===== src/rtl/pc_gen_redirect.sv =====
// Fetch-stage PC generator: selects the next fetch address from exception, ERET,
// branch redirect or sequential increment, and latches branches that miss an accept.
module pc_gen_redirect #(
  parameter int unsigned         ADDR_W    = 32,
  parameter logic [ADDR_W-1:0]   RESET_VEC = ADDR_W'(32'hbfc00000),
  parameter logic [ADDR_W-1:0]   EXC_VEC   = ADDR_W'(32'hbfc00380),
  parameter int unsigned         INC       = 4
) (
  input  logic              clock,
  input  logic              reset,
  input  logic              stall_f,
  input  logic              exc_valid,
  input  logic              eret_valid,
  input  logic [ADDR_W-1:0] epc,
  input  logic              branch_taken_d,
  input  logic [ADDR_W-1:0] branch_target_d,
  input  logic              inst_addr_ok,
  output logic              inst_req,
  output logic [ADDR_W-1:0] pc_f,
  output logic              pc_adel_f,
  output logic              redirect_pending
);

  logic              started;
  logic              pending;
  logic [ADDR_W-1:0] pending_target;
  logic              accept;

  logic [ADDR_W-1:0] pc_next;
  logic              pending_next;
  logic [ADDR_W-1:0] pending_target_next;

  // No request goes out until the first edge after reset release
  assign pc_adel_f        = |pc_f[1:0];
  assign inst_req         = started & ~stall_f & ~pc_adel_f;
  assign accept           = inst_req & inst_addr_ok;
  assign redirect_pending = pending;

  // Next-PC selection; exception beats ERET beats everything else
  always_comb begin
    pc_next             = pc_f;
    pending_next        = pending;
    pending_target_next = pending_target;
    if (exc_valid) begin
      pc_next      = EXC_VEC;
      pending_next = 1'b0;
    end else if (eret_valid) begin
      pc_next      = epc;
      pending_next = 1'b0;
    end else if (accept) begin
      if (branch_taken_d) begin
        pc_next = branch_target_d;
      end else if (pending) begin
        pc_next = pending_target;
      end else begin
        pc_next = pc_f + ADDR_W'(INC);
      end
      pending_next = 1'b0;
    end else if (branch_taken_d) begin
      // A newer branch overwrites any older pending redirect
      pending_next        = 1'b1;
      pending_target_next = branch_target_d;
    end
  end

  always_ff @(posedge clock or negedge reset) begin
    if (!reset) begin
      started        <= 1'b0;
      pc_f           <= RESET_VEC;
      pending        <= 1'b0;
      pending_target <= '0;
    end else begin
      started        <= 1'b1;
      pc_f           <= pc_next;
      pending        <= pending_next;
      pending_target <= pending_target_next;
    end
  end

endmodule


===== config.mk =====
export PLATFORM = sky130hd
export DESIGN_NAME = pc_gen_redirect
export DESIGN_NICKNAME = d
export VERILOG_FILES = /design/src/rtl/pc_gen_redirect.sv
export SDC_FILE = /design/constraint.sdc
export NUM_CORES = 1
export LEC_CHECK = 0
export CAP_MARGIN = 40
export CORE_ASPECT_RATIO = 0.9
export CORE_UTILIZATION = 49
export CTS_CLUSTER_DIAMETER = 150
export CTS_CLUSTER_SIZE = 10
export DETAILED_ROUTE_END_ITERATION = 6
export GPL_ROUTABILITY_DRIVEN = 0
export HOLD_SLACK_MARGIN = 0.02
export PLACE_DENSITY = 0.9
export SLEW_MARGIN = 20
export SYNTH_ARGS = -nofsm -noshare
export SYNTH_HDL_FRONTEND = slang
export SYNTH_SLANG_ARGS = --single-unit

===== constraint.sdc =====
create_clock -name clock -period 2.6 [get_ports clock]
set_input_delay 0.26 -clock clock [delete_from_list [all_inputs] [get_ports clock]]
set_output_delay 0.26 -clock clock [all_outputs]
set_load 0.03 [all_outputs]

# [Yosys cells after proc, flatten, opt, wreduce, memory -nomap -nowiden]
# Cells that the tools add are included.
# Widths: inputs -> output; s select.
[op_classes] n_mux=9 add_sub_neg=1 bitwise=8 n_reduce_logical=4
[op_table] cell="$mux 32" n=5
[op_table] cell="$add 32x3->32 const B" n=1
[op_table] cell="$not 1->1" n=5
[op_table] cell="$mux 1" n=4
[op_table] cell="$reduce_and 4->1" n=1
[op_table] cell="$reduce_bool 4->1" n=1
[op_table] cell="$and 1x1->1" n=3
[op_table] cell="$reduce_bool 3->1" n=1
[op_table] cell="$reduce_or 2->1" n=1
[totals] out_inout_bits=35 reg_bits=66 word_cells=26

# [Longest topological paths before layout]
# Gate-level depths: netlist of the first run.
[depth] depth_word=7 mapped_depth=7

# [Least setup slack after synthesis of the first run]
# Ideal clock, no wire load.
[synth_path] path_type="reg-to-reg" startpoint="register pc_f[1]" endpoint="register pc_f[13]" n_path_buf=2 synth_period_minus_slack_ns=2.398 setup_time_ns=0.126 stages_incl_launch_ff=8 slack_ns=0.202 arrival_ns=2.273 cell_sequence="dfrtp_1 > nor4b_4 > and2_1 > clkbuf_1 > buf_1 > o21ai_0 > nand3b_1 > o22ai_1"
[synth_via] word_cells_on_any_way=11
[synth_rtl] item="start, declared" line="19" text="output logic [ADDR_W-1:0] pc_f,"
[synth_rtl] item="start signal, assigned" line="74" text="pc_f <= pc_next;"
[synth_rtl] item="$reduce_or 2->1" line="34" text="assign pc_adel_f = |pc_f[1:0];"
[synth_rtl] item="$not 1->1" line="35" text="assign inst_req = started & ~stall_f & ~pc_adel_f;"
[synth_rtl] item="$and 1x1->1" line="35"
[synth_rtl] item="named net inst_req" line="18" text="output logic inst_req,"
[synth_rtl] item="$and 1x1->1" line="36" text="assign accept = inst_req & inst_addr_ok;"
[synth_rtl] item="$reduce_bool 3->1 (no line)"
# The timed path passes the listed nets, and every way through them passes these cells. The select of a mux whose other input is x is not followed.
# A chain may end at the register's enable or synchronous reset.

# [Worst setup path in the final report of the first run]
[layout_path] startpoint="register pc_f[1]" endpoint="register pc_f[8]"
[layout_via] elab_chain_cells=6 word_cells_on_any_way=11
[layout_lines] item="$add 32x3->32" line="56" text="pc_next = pc_f + ADDR_W'(INC);"
[layout_lines] item="$mux 32" line="53" text="end else if (pending) begin"
[layout_lines] item="$mux 32" line="51" text="if (branch_taken_d) begin"
[layout_lines] item="$mux 32" line="50" text="end else if (accept) begin"
[layout_lines] item="$mux 32" line="47" text="end else if (eret_valid) begin"
[layout_lines] item="$mux 32" line="44" text="if (exc_valid) begin"
# Several ways; a longest one is shown, not always the timed one. The select of a mux whose other input is x is not followed.

==> metrics.yaml, run 1 <==
sta:
  slew-limit-headroom_pct: 49.8
  finClkSkew_ns: 0.00871
  rsz0062_at_grt: "false"
  finalSetupTns_ns: 0
  tightestPinTransition_ns: 0.747
  fmax_ghz: 0.413
  fin_crit_sh_pct: 93.2
  fin_crit_ns: 2.42
  finalSetupViolations: 0
  slew_viol_final: 0
  hold_viol: 0
synth:
  ys_ff_latch: 66
  syn-num-nets: 504
  synthFlopType: "dfrtp_1"
  syn_area_sq_um: 4020
  avgSynthCellArea_sq_um: 9.31
  synth-edff-count: 0
  yosys.cell_types.count: 62
  synth_warnings: 0
  async_flop_share_pct: 100
  synth_cells: 432
  synth-seq-area-share_pct: 41.4
pwr:
  power.switching_uw: 870
  cellPowerDensity_nw_per_um2: 527
  pwr-share-clk_pct: 30.2
  p_int_uw: 2000
  comb_power_share_pct: 24.5
  power_frac_seq_pct: 45.3
  p_sw_share_pct: 30.3
  leakage_uw: 0.00212
  irDropWorstVdd_v: 0.000321
clocking:
  path_clk_slew_ns: 0.07
  cts_buffer_depth: 2
  ctsRootBufferMaster: "clkbuf_8"
  ctsResizeCount: 0
  cts_max_level: 3
  clock-sinks: 66
  cts_tree: "yes"
  cts_buffers: 9
  cts_hold_buffers: 1
  cts_setup_buffers: 0
  clock_latency_ns: 0.35
detailed_routing:
  drc: 0
  wire_per_inst_um: 20.9
  num_vias: 4322
  drtPass1Iterations: 5
  antenna_left: 0
  wirelength_um: 13400
  drt_iter0_drc: 447
  via_per_inst: 6.74
flow_run:
  maxCapViolations: 0
floorplan:
  num_io_pins: 106
  initial_core_util_pct: 52.0
  fp-row-count: 30
  core_area_sq_um: 7730
  die_y_um: 87.9
  floorplan.die_area_sq_um: 8570
  die_x_um: 97.5
finish:
  diodes: 0
  fillers: 560
  regArea_sq_um: 1660
  layout_common_cells: "clkdlybuf4s50_1, dfrtp_1, mux2_2, a21oi_1, nor2_1"
  drive_gt1_share_pct: 15.6
  areaGrowthSynthToFinish_pct: 35.4
  multiInputGateArea_sq_um: 2210
  final_common_cell: "clkdlybuf4s50_1"
  fin_nets: 612
  stdcell_area_sq_um: 5440
global_routing:
  grt_util_met1_pct: 41.0
  met2_usage_pct: 50.5
  grt_pass1_wl_um: 21100
  grt_pass1_vias: 4169
  top_usage_layer: "met2"
  grt_max_degree: 40
  met3_usage_pct: 8.22
  gr-total-overflow: 0
  antenna_found_initial: 0
  grt_usage_pct: 31.6
worst_setup_path:
  cp_num_buf_inv: 0
  crit_arrival_ns: 2.66
  endpoint_kind: "register"
  crit_fanout: 8
  critPathRequiredTime_ns: 2.83
  path_delay_family: "simple AND/OR/NAND/NOR gates"
  cp_slowest_stage_delay_ns: 0.62
  critPathLaunchType: "register"
  cp_cell_sequence: "nor4b_4 > a21oi_1 > nor2_1 > o211ai_1 > o21a_1"
  slowest_stage: "nor2_1"
  crit_type: "register to register"
place:
  place.port_buffers: 105
  dpl_cell_area_sq_um: 5240
  dp_hpwl_um: 9240
worst_hold_path:
  hold_class: "input pin to register"
outcome:
  status: "finished clean"
==> final timing paths <==
kind                                         from                  to  slack (ns)  cells after the start
worst max-delay path                      pc_f[1]             pc_f[8]        0.18                      5
worst min-delay path                       epc[3]             pc_f[3]        0.46                      3
worst max register to register            pc_f[1]             pc_f[8]        0.18                      5
worst min register to register  pending_target[2]   pending_target[2]        0.51                      1
max in group asynchronous                   reset            pc_f[29]        1.70                      3
min in group asynchronous                   reset  pending_target[13]        0.47                      3
==> cells by family (layout without fill, tap and decap cells) <==
logic type,count (synthesis),in the layout,share of synthesized area [%]
adders and majority gates,1,1,0.311
and+or+nand+nor,138,138,18.2
AOI/OAI and AO/OA,137,137,23.4
buffers and inverters,40,153,3.83
xor gates and xnor gates,13,13,2.83
DFF,66,66,41.4
other,1,1,0.0933
muxes,36,36,9.99
==> worst register-to-register path, cell delays in order, from the launching register on <==
cell and delay, ns:
dfrtp_1 0.47, nor4b_4 0.51, a21oi_1 0.34, nor2_1 0.62, o211ai_1 0.21, o21a_1 0.16
==> cells in the mapped netlist (all sizes together) (3+ instances only) <==
master	count	area share, %
a22o	3	0.65
and4	4	0.87
a211oi	4	0.75
nor2	32	3.0
nand4	11	1.9
o21ai	18	2.2
and2	5	0.78
or3	4	0.62
nor4	7	1.2
nand2b	9	1.4
nand3	13	1.6
a31oi	7	1.1
clkbuf	25	2.3
o2111ai	4	0.87
nand2	27	2.5
buf	5	0.56
xnor2	9	2.0
mux2	33	9.2
a21o	4	0.75
a221oi	10	2.2
dfrtp	57	35
dfstp	9	5.9
o2bb2ai	4	0.87
o211ai	7	1.3
o22ai	9	1.4
o31ai	6	1.1
inv	9	0.84
mux2i	3	0.75
xor2	4	0.87
nor3	16	2.0
a21oi	33	4.1
o21a	4	0.75
==> power groups by stage <==
stage / logic [uW] / registers (uW) / clock network [uW]
3_5_place_dp: 690 / 1300 / 0
6_report: 704 / 1300 / 867
3_3_place_gp: 669 / 1290 / 0
4_1_cts: 697 / 1290 / 867
5_1_grt: 746 / 1310 / 904
2_1_floorplan: 315 / 1340 / 0
==> layout make-up <==
cell class | instances | area share, %
multi-input combinational | 326 | 40.5
sequential | 66 | 30.6
timing repair buffer | 127 | 22.5
clock buffer | 14 | 2.80
tap | 96 | 2.21
clock inverter | 2 | 0.690
inverter | 10 | 0.690
==> state kept, by name, summed over array words and instances, names as in the netlist <==
signal / cells
pc_f: 32
redirect_pending: 1
pending_target: 32
started: 1
==> routing by layer <==
layer,wire (um),up-vias
met5,0,-
met4,459,0
met3,1780,62
met2,6090,365
met1,5090,2035
li1,-,1860
==> metrics by stage <==
stage / setup slack, ns / instances / total power, uW / hold slack, ns / utilization (%)
after CTS: 0.263 / 641 / 2850 / 0.465 / 70.4
after global routing: 0.0669 / 641 / 2960 / 0.476 / 70.4
after detailed placement: 0.0836 / 624 / 1990 / 0.314 / 67.8
after floorplan: 0.202 / 432 / 1660 / -0.0356 / -
final: 0.177 / 641 / 2870 / 0.463 / 70.4
after global placement: 0.154 / 624 / 1960 / 0.298 / 67.8
No activity file was read; power rests on OpenSTA's default activity.
==> run 2: changes to the inputs <==
--- a/config.mk
+++ b/config.mk
@@ -5,6 +5,7 @@
 export SDC_FILE = /design/constraint.sdc
 export NUM_CORES = 1
 export LEC_CHECK = 0
+export ABC_CLOCK_PERIOD_IN_PS = 2600
 export CAP_MARGIN = 40
 export CORE_ASPECT_RATIO = 0.9
 export CORE_UTILIZATION = 49
@@ -14,6 +15,7 @@
 export GPL_ROUTABILITY_DRIVEN = 0
 export HOLD_SLACK_MARGIN = 0.02
 export PLACE_DENSITY = 0.9
+export SKIP_LAST_GASP = 1
 export SLEW_MARGIN = 20
 export SYNTH_ARGS = -nofsm -noshare
 export SYNTH_HDL_FRONTEND = slang
==> results of run 2 <==
Final layout, timing and power as in run 1 (identical DEF).
